## src/rtl/decoder_xpt_sequencer.sv

```systemverilog
// Fetch/phase sequencer feeding the per-opcode decoders: latches the opcode,
// counts execution phases and tracks the ED-prefix state.
module decoder_xpt_sequencer (
  input  logic       clk,
  input  logic       notReset,
  input  logic [7:0] DataIn,
  input  logic       OpcodeValid,
  input  logic       Hold,
  input  logic       PR_Reset_XPT,
  input  logic       P2_Set_CM1,
  input  logic       P2_Reset_XOTR,
  output logic       enable,
  output logic [4:0] XPT,
  output logic [4:0] notXPT,
  output logic [7:0] Source,
  output logic [7:0] notSource,
  output logic       XOTR,
  output logic       CM1,
  output logic       Overrun
);

  typedef enum logic {
    ST_FETCH = 1'b0,
    ST_EXEC  = 1'b1
  } state_t;

  localparam logic [7:0] PREFIX_ED = 8'hED;
  localparam logic [4:0] XPT_MAX   = 5'd31;

  state_t     state_reg, state_next;
  logic [4:0] xpt_reg, xpt_next;
  logic [7:0] source_reg, source_next;
  logic       xotr_reg, xotr_next;
  logic       overrun_reg, overrun_next;
  logic       enable_int;

  always_ff @(posedge clk or negedge notReset) begin
    if (!notReset) begin
      state_reg   <= ST_FETCH;
      xpt_reg     <= 5'd0;
      source_reg  <= 8'h00;
      xotr_reg    <= 1'b0;
      overrun_reg <= 1'b0;
    end else begin
      state_reg   <= state_next;
      xpt_reg     <= xpt_next;
      source_reg  <= source_next;
      xotr_reg    <= xotr_next;
      overrun_reg <= overrun_next;
    end
  end

  assign enable_int = (state_reg == ST_EXEC) && !Hold;

  always_comb begin
    state_next   = state_reg;
    xpt_next     = xpt_reg;
    source_next  = source_reg;
    xotr_next    = xotr_reg;
    overrun_next = overrun_reg;
    case (state_reg)
      ST_FETCH: begin
        if (OpcodeValid) begin
          if ((DataIn == PREFIX_ED) && !xotr_reg) begin
            // First ED is consumed as a prefix; the real opcode follows.
            xotr_next   = 1'b1;
            source_next = PREFIX_ED;
          end else begin
            source_next  = DataIn;
            xpt_next     = 5'd0;
            overrun_next = 1'b0;
            state_next   = ST_EXEC;
          end
        end
      end
      ST_EXEC: begin
        if (enable_int) begin
          if (P2_Set_CM1) begin
            state_next = ST_FETCH;
            xpt_next   = 5'd0;
          end else if (PR_Reset_XPT) begin
            xpt_next = 5'd0;
          end else if (xpt_reg == XPT_MAX) begin
            overrun_next = 1'b1;
          end else begin
            xpt_next = xpt_reg + 5'd1;
          end
          // Prefix clear is orthogonal to the phase-control priority chain.
          if (P2_Reset_XOTR) begin
            xotr_next = 1'b0;
          end
        end
      end
      default: state_next = ST_FETCH;
    endcase
  end

  assign enable  = enable_int;
  assign CM1     = (state_reg == ST_FETCH);
  assign XPT     = xpt_reg;
  assign Source  = source_reg;
  assign XOTR    = xotr_reg;
  assign Overrun = overrun_reg;

  generate
    for (genvar gi = 0; gi < 5; gi++) begin : g_not_xpt
      assign notXPT[gi] = ~xpt_reg[gi];
    end
    for (genvar gi = 0; gi < 8; gi++) begin : g_not_source
      assign notSource[gi] = ~source_reg[gi];
    end
  endgenerate

endmodule

```

## config.mk

```make
export PLATFORM = sky130hd
export DESIGN_NAME = decoder_xpt_sequencer
export DESIGN_NICKNAME = d
export VERILOG_FILES = /design/src/rtl/decoder_xpt_sequencer.sv
export SDC_FILE = /design/constraint.sdc
export NUM_CORES = 1
export LEC_CHECK = 0
export BUFFER_PORTS_ARGS = -buffer_cell sky130_fd_sc_hd__buf_2
export CAP_MARGIN = 20
export CORE_MARGIN = 10
export CORE_UTILIZATION = 43
export DETAILED_ROUTE_END_ITERATION = 10
export PLACE_DENSITY = 0.84
export SYNTH_ARGS = -nofsm -noshare
export SYNTH_HDL_FRONTEND = slang
export SYNTH_SLANG_ARGS = --single-unit
```

## constraint.sdc

```tcl
create_clock -name clk -period 2.4 [get_ports clk]
set_input_delay 0.12 -clock clk [delete_from_list [all_inputs] [get_ports clk]]
set_output_delay 0.12 -clock clk [all_outputs]
set_load 0.005 [all_outputs]
```

==> results of run 1 <==
worst max-delay path, cell delays in order, from the launching register on:
cell and delay, ns:
dfrtp_1 0.42, ha_1 0.23, and3_1 0.18, ha_1 0.21, nor3b_1 0.15, o21ai_2 0.15
o31ai_4 0.12, mux2_2 0.28
per-stage QoR:
step,util,total power [mW],instance area [um^2],std cells,setup WS [ns]
after floorplan,-,0.5440,815.8,74,0.6267
final,0.6191,0.8465,1092,146,0.5437
after global placement,0.6007,0.7087,1060,142,0.6061
after CTS,0.6191,0.8610,1092,146,0.5442
after detailed placement,0.6007,0.7200,1060,142,0.5617
after global routing,0.6191,0.9206,1092,146,0.4593
cell families (layout without fill, tap and decap cells):
| kind of cell | after synthesis | count (layout) |
|---|---|---|
| and+or+nand+nor | 20 | 20 |
| DFF | 16 | 16 |
| buffers and inverters | 16 | 63 |
| AOI/OAI and AO/OA | 10 | 10 |
| muxes | 10 | 10 |
| adders and majority gates | 2 | 2 |
cells in the mapped netlist, drive strengths merged:
cell	number
a2bb2oi	2
a32o	1
and3	1
and4b	1
buf	1
dfrtp	16
ha	2
inv	15
mux2	8
mux2i	2
nand2	5
nand2b	2
nand3	4
nand3b	2
nor2	1
nor2b	2
nor3b	1
nor4	1
o21ai	3
o21bai	1
o22a	1
o31ai	2
layer usage:
metal | vias up | global-route usage | wire length (um)
met5 | - | 0 | 0
met4 | 0 | 0.06557 | 38
met3 | 4 | 0.03004 | 93
met2 | 19 | 0.2048 | 1174
met1 | 331 | 0.1016 | 796
li1 | 345 | - | -
final timing paths:
check                       endpoint  slack, ns  cells past startpoint
min reg2reg                     XOTR       0.52                      2
min in group asynchronous  Source[1]       0.27                      2
min                        Source[1]       0.07                      2
max reg2reg                   XPT[0]       0.54                      7
max                           XPT[0]       0.54                      7
max in group asynchronous  Source[7]       1.88                      2
final cells by class:
| type | instances | area share |
|---|---|---|
| flip-flops and latches | 16 | 0.3666 |
| multi-input cells | 42 | 0.3219 |
| repair buffers | 45 | 0.2108 |
| inverters | 15 | 0.05155 |
| well taps | 25 | 0.02864 |
| clock buffers | 3 | 0.02062 |
power breakdown:
| group | internal, mW | switching, mW |
|---|---|---|
| combinational | 0.171 | 0.145 |
| sequential | 0.334 | 0.0553 |
| clock | 0.0583 | 0.0832 |
| total | 0.563 | 0.283 |
==> out/metrics.yaml, run 1 <==
cts:
  cts_tree: "built"
  ctsResizeCount: 0
  cts-hold-fix-buffers: 1
  cts_max_path_buffers: 2
  cts-buffers-inserted: 3
  path_clk_slew_ns: 0.09
  worstSkewPairLatency_ns: 0.29
  cts_setup_buffers: 0
  htree_levels: 1
  cts_root_buffer: "clkbuf_4"
  clock_sinks: 16
final_layout:
  layout_commonest_cell: "buf_2"
  drive_gt1_frac: 0.4959
  antenna_cells: 0
  syn_to_final_growth_pct: 33.90
  regArea_um2: 400.4
  layout_common_cells: "buf_2, dfrtp_1, inv_1, mux2_2, nand2_1"
  multiInputGateArea_um2: 351.6
  largest_register_ffs: 8
  n_fill_cell: 166
  fin_nets: 140
global_routing:
  antenna_found_initial: 0
  grt_pass1_wl_um: 3539
  grt_max_degree: 17
  globalRouteTotalUtil: 0.1092
  grt_pass1_vias: 747
  overflow: 0
flow_run:
  cap_violations: 0
synth:
  yosys.area.top_type_share: 0.4908
  synth-seq-cells: 16
  synth_area_per_cell_um2: 11.02
  synthMuxAreaShare: 0.1350
  synth_area_leaders: "dfrtp_1, mux2_2, inv_1"
  synthCells: 74
  ys_warn_count: 0
  synth_xor_area_frac: 0
  synth-simple-area-share: 0.1534
  yosysSeqAreaShare: 0.4908
  synth_compound_gate_area_share: 0.1120
  synth_top_area_cell: "dfrtp_1"
  synth_top_family_by_area: "simple AND/OR/NAND/NOR gates"
  yosys.area_share.adder: 0.03067
  synthDistinctLibCells: 26
  synth_fp_nets: 91
  synth_area_um2: 815.8
timing:
  tns_ns: 0
  hold_violations: 0
  fin_crit_ns: 1.856
  fin_crit_sh: 0.7735
  finalSetupViolations: 0
  slew_headroom: 0.6905
  timing.hold.ws_ns: 0.07329
  max_freq_mhz: 538.7
  skew_ns: 0.003770
  timing.final.max_slew_violations: 0
  grt_setup_unrepaired: "false"
  worst-slew-pin-transition_ns: 0.4643
run_status:
  status: "completed"
pwr:
  ir_drop_mv: 0.4576
  power_per_cell_area_nw_per_um2: 774.9
  power_leakage_nw: 0.5886
route:
  wl_um: 2102
  wl_per_cell_um: 14.40
  drtIter0Drc: 13
  vias: 699
  drt_pass1_iterations: 4
  avgViaCountPerCell: 4.788
  antenna_left: 0
  drc: 0
worst_setup_path:
  required_ns: 2.58
  arrival_ns: 2.04
  critical_path_class: "flip-flop to flip-flop"
  startpoint: "XPT[0]"
  end_kind: "flip-flop"
  reg2reg_from: "XPT[0]"
  crit_fanout: 5
  crit_path_start_kind: "flip-flop"
die:
  start_util: 0.4624
  die_area_um2: 4039
  die_w_um: 63.56
  die_h_um: 63.56
  std_cell_rows: 15
  ios: 45
  coreArea_um2: 1764
worst_hold_path:
  hp-class: "primary input to flip-flop"
  hp-start: "DataIn[1]"
place:
  gp_congestion: 0.7385
  hpwl_um: 1728
  port_buffers: 44
Power figures use the tool's default switching activity.
==> run 2, diff against run 1 <==
==> constraint.sdc (replaced) <==
create_clock -name clk -period 1.8 [get_ports clk]
set_input_delay 0.09 -clock clk [delete_from_list [all_inputs] [get_ports clk]]
set_output_delay 0.09 -clock clk [all_outputs]
set_load 0.005 [all_outputs]
==> run 2 against run 1 <==
  * Non-clock buffer count is 5 higher
  * Register-to-register slack worse by 0.49 ns
  * Clock power rose by 72%
  * Largest cell class unchanged
  * Highest routed layer unchanged
==> out/metrics.yaml, run 2 (synthesis results as in run 1) <==
die:
  die_w_um: 63.56  # unchanged
  coreArea_um2: 1764  # unchanged
  ios: 45  # unchanged
  die_area_um2: 4039  # unchanged
  std_cell_rows: 15  # unchanged
  start_util: 0.4624  # unchanged
  die_h_um: 63.56  # unchanged
route:
  drc: 0  # unchanged
  wl_um: 2231  # +6.1%
  highest_layer: "met4"
  dr_wl_met2_um: 1253  # +6.7%
  drt_pass1_iterations: 3  # -1
  avgViaCountPerCell: 4.822  # +0.72%
  drtIter0Drc: 7  # -6
  antenna_left: 0  # unchanged
  wl_met3_um: 92  # -1.1%
  wl_met1_um: 851  # +6.9%
  wl_per_cell_um: 14.68  # +1.9%
  vias: 733  # +4.9%
cts:
  path_clk_slew_ns: 0.10  # about the same
  cts_root_buffer: "clkbuf_4"
  cts_max_path_buffers: 2  # unchanged
  htree_levels: 1  # unchanged
  cts-buffers-inserted: 3  # unchanged
  worstSkewPairLatency_ns: 0.29  # about the same
  clock_sinks: 16  # unchanged
  cts_tree: "built"
timing:
  timing.hold.ws_ns: 0.03629  # -0.03700 ns
  skew_ns: 0.001415  # -0.002355 ns
  grt_setup_unrepaired: "true"
  timing.final.max_slew_violations: 0  # unchanged
  finalSetupViolations: 0  # unchanged
  hold_violations: 0  # unchanged
  worst-slew-pin-transition_ns: 0.3604  # -0.1039 ns
  fin_crit_ns: 1.750  # -0.1060 ns
  slew_headroom: 0.7597  # +0.06928
  fin_crit_sh: 0.9724  # +0.1989
  tns_ns: 0  # unchanged
  max_freq_mhz: 571.3  # +6.1%
global_routing:
  globalRouteTotalUtil: 0.1056  # -0.003579
  antenna_found_initial: 0  # unchanged
  grt_pass1_wl_um: 3567  # +0.79%
  grt_pass1_vias: 807  # +8.0%
  overflow: 0  # unchanged
  grt_max_degree: 17  # unchanged
final_layout:
  syn_to_final_growth_pct: 44.48
  layout_common_cells: "buf_2, dfrtp_1, inv_1, mux2_2"
  largest_register_ffs: 8  # unchanged
  drive_gt1_frac: 0.5512  # +0.05531
  antenna_cells: 0  # unchanged
  n_fill_cell: 159  # -4.2%
  fin_nets: 145  # +3.6%
  layout_commonest_cell: "buf_2"
pwr:
  power_per_cell_area_nw_per_um2: 1036  # +34%
  power_leakage_nw: 0.6218  # +5.7%
  ir_drop_mv: 0.7372  # +61%
  finalPower_mw: 1.221  # +44%
place:
  port_buffers: 44  # unchanged
  gp_congestion: 0.7666  # +3.8%
  hpwl_um: 1822  # +5.4%
worst_hold_path:
  hp-class: "primary input to flip-flop"
  whs_endpoint: "Source[1]"
  hp-start: "DataIn[1]"
  hold_depth: 2  # unchanged
worst_setup_path:
  end_kind: "flip-flop"
  critical_path_class: "flip-flop to flip-flop"
  reg2regPathDepth: 7  # unchanged
  regToRegSetupSlack_ns: 0.05  # -0.49 ns
  worstReg2RegEnd: "XPT[0]"
  crit_fanout: 5  # unchanged
  arrival_ns: 1.94  # -0.10 ns
  required_ns: 1.99  # -0.59 ns
  reg2reg_from: "XPT[0]"
  crit_path_start_kind: "flip-flop"
run_status:
  status: "completed"
flow_run:
  cap_violations: 0  # unchanged
[run 2: report_power, final]
part           switching, mW  internal [mW]
combinational          0.221          0.255
clock                  0.119          0.123
sequential            0.0571          0.445
total                  0.397          0.824
[run 2: worst max-delay path by stage]
| stage | startpoint | end | slack [ns] | cells after the start |
|---|---|---|---|---|
| after floorplan | XPT[0] | XPT[0] | 0.03 | 7 |
| after global placement | XPT[0] | XPT[0] | 0.04 | 7 |
| after detailed placement | XPT[0] | XPT[0] | -0.03 | 7 |
| after CTS | XPT[0] | XPT[1] | 0.01 | 8 |
| final | XPT[0] | XPT[0] | 0.05 | 7 |
| after global routing | XPT[0] | XPT[0] | -0.01 | 7 |
[run 2: layout make-up]
class                           count  area (um^2)  area share
Clock buffer                        4        36.28     0.03079
Inverter                           15        56.30     0.04777
Timing Repair Buffer               50        267.8      0.2272
Multi-Input combinational cell     42        386.6      0.3280
Tap cell                           25        31.28     0.02654
Sequential cell                    16        400.4      0.3397
[run 2: layer usage]
layer / vias up / track usage
li1: 359 / -
met1: 351 / 0.09960
met2: 18 / 0.2111
met3: 5 / 0.02297
met4: 0 / 0.04098
met5: - / 0
[run 2: timing repair]
action                                  CTS  global route
endpoints found under the setup margin    1             3
gates resized for setup                   2             5
buffers inserted                          1             0
endpoints found under the hold margin    16             0
hold buffers                              1             0
[run 2: metrics by stage]
step | worst slack [ns] | area (um^2) | std cells | util
after floorplan | 0.02673 | 815.8 | 74 | -
after global placement | 0.04026 | 1090 | 146 | 0.6177
after detailed placement | -0.03309 | 1090 | 146 | 0.6177
after CTS | 0.01317 | 1149 | 152 | 0.6511
after global routing | -0.01302 | 1179 | 152 | 0.6681
final | 0.04968 | 1179 | 152 | 0.6681
[run 2: critical path: stages, from the launching register on]
cell and delay [ns]:
dfrtp_1 0.40, ha_2 0.21, and3_4 0.19, ha_4 0.16
nor3b_4 0.14, o21ai_2 0.15, o31ai_4 0.12, mux2_4 0.28
==> run 3, diff against run 2 <==
--- a/config.mk
+++ b/config.mk
@@ -5,12 +5,13 @@
 export SDC_FILE = /design/constraint.sdc
 export NUM_CORES = 1
 export LEC_CHECK = 0
+export ABC_AREA = 1
 export BUFFER_PORTS_ARGS = -buffer_cell sky130_fd_sc_hd__buf_2
 export CAP_MARGIN = 20
 export CORE_MARGIN = 10
-export CORE_UTILIZATION = 43
+export CORE_UTILIZATION = 42
 export DETAILED_ROUTE_END_ITERATION = 10
-export PLACE_DENSITY = 0.84
+export PLACE_DENSITY = 0.82
 export SYNTH_ARGS = -nofsm -noshare
 export SYNTH_HDL_FRONTEND = slang
 export SYNTH_SLANG_ARGS = --single-unit
==> run 3 against run 2 <==
  * Final cell count rose by 15%
  * Global-route usage rose by 0.22 points
  * Sequential share of layout area rose by 2.2 points
  * Count of clock-buffer cells in the layout did not move
  * Non-clock buffer count fell by 4
  * Sequential power fell by 2%
  * Fmax rose by 14%
  * Design area fell by 6.2%
  * Clock skew rose by 0.0039 ns
  * Power fell by 7.1%
  * Via count rose by 9.1%
  * Highest routed layer unchanged
==> out/metrics.yaml, run 3 <==
run_status:
  status: "completed"
final_layout:
  largest_register_ffs: 8  # unchanged
  layout_commonest_cell: "buf_2"
  fin_nets: 168  # +16%
  layout_common_cells: "buf_2, nand2_1, inv_1, dfrtp_1"
  n_fill_cell: 167  # +5.0%
  syn_to_final_growth_pct: 36.84
  stdcell_count: 175  # +15%
  antenna_cells: 0  # unchanged
  design_area_um2: 1106  # -6.2%
  drive_gt1_frac: 0.3800  # -0.1712
synth:
  synth_fp_nets: 118  # +30%
  synth_area_per_cell_um2: 8.003  # -27%
  synth_area_um2: 808.3  # -0.92%
  synth-edff-count: 0  # unchanged
  ys_warn_count: 0  # unchanged
  async_reset_ff_frac: 1.000  # unchanged
  yosys.area.top_type_share: 0.4954  # +0.004558
  synth_commonest_cells: "nand2_1, inv_1, dfrtp_1, o21ai_0, o21ai_1"
  synth_ff_type: "dfrtp_1"
  yosysSeqAreaShare: 0.4954  # +0.004558
  synthCells: 101  # +36%
  synth.most_common_cell: "nand2_1"
  synthDistinctLibCells: 20  # -23%
  synth-seq-cells: 16  # unchanged
  synth_top_area_cell: "dfrtp_1"
  synth_area_leaders: "dfrtp_1, nand2_1, inv_1"
cts:
  cts_setup_buffers: 0  # -1
  clock_sinks: 16  # unchanged
  htree_levels: 1  # unchanged
  path_clk_slew_ns: 0.10  # about the same
  cts_max_path_buffers: 2  # unchanged
  cts_root_buffer: "clkbuf_4"
  cts_tree: "built"
  cts-buffers-inserted: 3  # unchanged
  worstSkewPairLatency_ns: 0.29  # about the same
route:
  vias: 800  # +9.1%
  drtIter0Drc: 38  # +31
  wl_um: 2161  # -3.1%
  avgViaCountPerCell: 4.571  # -5.2%
  drc: 0  # unchanged
  drt_pass1_iterations: 4  # +1
  wl_per_cell_um: 12.35  # -16%
  antenna_left: 0  # unchanged
flow_run:
  cap_violations: 0  # unchanged
timing:
  skew_ns: 0.005280  # +0.003866 ns
  timing.final.max_slew_violations: 0  # unchanged
  tns_ns: 0  # unchanged
  max_freq_mhz: 652.0  # +14%
  fin_crit_sh: 0.8521  # -0.1203
  fin_crit_ns: 1.534  # -0.2165 ns
  hold_violations: 0  # unchanged
  slew_headroom: 0.7601  # about the same
  worst-slew-pin-transition_ns: 0.3598  # -0.0005777 ns
  finalSetupViolations: 0  # unchanged
  grt_setup_unrepaired: "false"
global_routing:
  globalRouteTotalUtil: 0.1078  # +0.002180
  grt_pass1_vias: 841  # +4.2%
  overflow: 0  # unchanged
  grt_max_degree: 17  # unchanged
  antenna_found_initial: 0  # unchanged
  grt_pass1_wl_um: 3657  # +2.5%
die:
  ios: 45  # unchanged
  start_util: 0.4533  # -0.009078
  std_cell_rows: 15  # unchanged
  die_w_um: 63.87  # +0.50%
  die_area_um2: 4079  # +0.99%
  coreArea_um2: 1783  # +1.1%
  die_h_um: 63.87  # +0.50%
worst_hold_path:
  hp-class: "primary input to flip-flop"
  hold_depth: 3  # +1
worst_setup_path:
  slowest_delay_ns: 0.43  # +0.03 ns
  crit_path_start_kind: "flip-flop"
  slowest_stage: "dfrtp_1"
  cp_common_cell: "nand2_1"
  crit_cells: 10  # +3
  arrival_ns: 1.74  # -0.20 ns
  critical_path_class: "flip-flop to flip-flop"
  end_kind: "flip-flop"
  crit_fanout: 10  # +5
  cp_top_family: "flip-flops"
  reg2regPathDepth: 10  # +3
  crit_path_cell_trace: "ha_1 > nand2_1 > nor2_1 > ha_1 > nand2_1 > a21oi_2 > inv_2 > nand2_4 > nand2_1 > o21ai_1"
  critPathBufInv: 1  # +1
  required_ns: 2.01  # +0.02 ns
pwr:
  ir_drop_mv: 0.5252  # -29%
  power_leakage_nw: 0.6005  # -3.4%
  power_per_cell_area_nw_per_um2: 1026  # -0.97%
  finalPower_mw: 1.134  # -7.1%
place:
  place_inst: 170  # +16%
  placed_area_um2: 1060  # -2.8%
  gp_congestion: 0.7740  # +0.97%
  hpwl_um: 1801  # -1.2%
  port_buffers: 44  # unchanged
==> run 3: changes by cell type after synthesis, moves of 2 or more <==
cell       previous run  this run
nand2_1               5        30
mux2_2                8         0
o21ai_1               0         7
o21ai_0               2         7
nor2_1                1         5
a2bb2oi_1             2         0
inv_1                15        17
inv_2                 0         2
mux2i_1               2         0
nor2b_1               2         0
==> run 3: final cells by class <==
cell class / count / area, um^2 / share of cell area
timing repair buffer: 46 / 237.7 / 0.2149
multi-input combinational: 65 / 329.1 / 0.2975
inverter: 19 / 71.32 / 0.06448
clock buffer: 4 / 36.28 / 0.03281
tap: 25 / 31.28 / 0.02828
sequential: 16 / 400.4 / 0.3620
==> run 3: report_power, final <==
group	total, mW	internal, mW	switching, mW	leakage, nW
clock	0.240	0.123	0.117	0.0210
combinational	0.401	0.179	0.222	0.373
sequential	0.493	0.443	0.0503	0.206
==> run 3: path summary, 6_finish.rpt <==
path                            startpoint        end  slack (ns)
min in group asynchronous         notReset  Source[3]        0.24
max in group asynchronous         notReset  Source[7]        1.29
worst min register to register     Overrun    Overrun        0.50
worst min-delay path             DataIn[3]  Source[3]        0.03
worst max-delay path                XPT[1]     XPT[3]        0.27
worst max register to register      XPT[1]     XPT[3]        0.27
==> run 3: worst min-delay path: cells and delay by family <==
family / cells / cell delay [ns]
buffers and inverters: 1 / 0.09
AOI/OAI and AO/OA: 1 / 0.06
and+or+nand+nor: 1 / 0.04
==> run 3: what timing repair did <==
item	CTS	global route
hold buffers	1	0
hold endpoints to repair	16	0
resized for setup	0	0
==> run 3: layer usage <==
metal / vias to the layer above / track usage / routed length, um
met4: 0 / 0.04098 / 12
met5: - / 0 / 0
met3: 2 / 0.05401 / 256
li1: 416 / - / -
met1: 344 / 0.1244 / 1001
met2: 38 / 0.1667 / 890
==> run 3: metrics by stage <==
| stage | utilization | hold slack [ns] | setup slack, ns |
|---|---|---|---|
| 4_1_cts | 0.6204 | 0.01587 | 0.2628 |
| 3_3_place_gp | 0.5944 | 0.01674 | 0.3807 |
| 5_1_grt | 0.6204 | 0.01211 | 0.08908 |
| 2_1_floorplan | - | -0.2056 | 0.3999 |
| 6_report | 0.6204 | 0.02533 | 0.2662 |
| 3_5_place_dp | 0.5944 | 0.02463 | 0.2860 |
==> run 3: cells by family (layout without fill, tap and decap cells) <==
family          after synthesis  in the layout  share of synthesized area
flops                        16             16                     0.4954
buf+inv                      20             69                    0.09753
simple gates                 46             46                     0.2585
compound gates               16             16                     0.1068
fa+ha+maj                     2              2                    0.03095
xor+xnor                      1              1                    0.01084
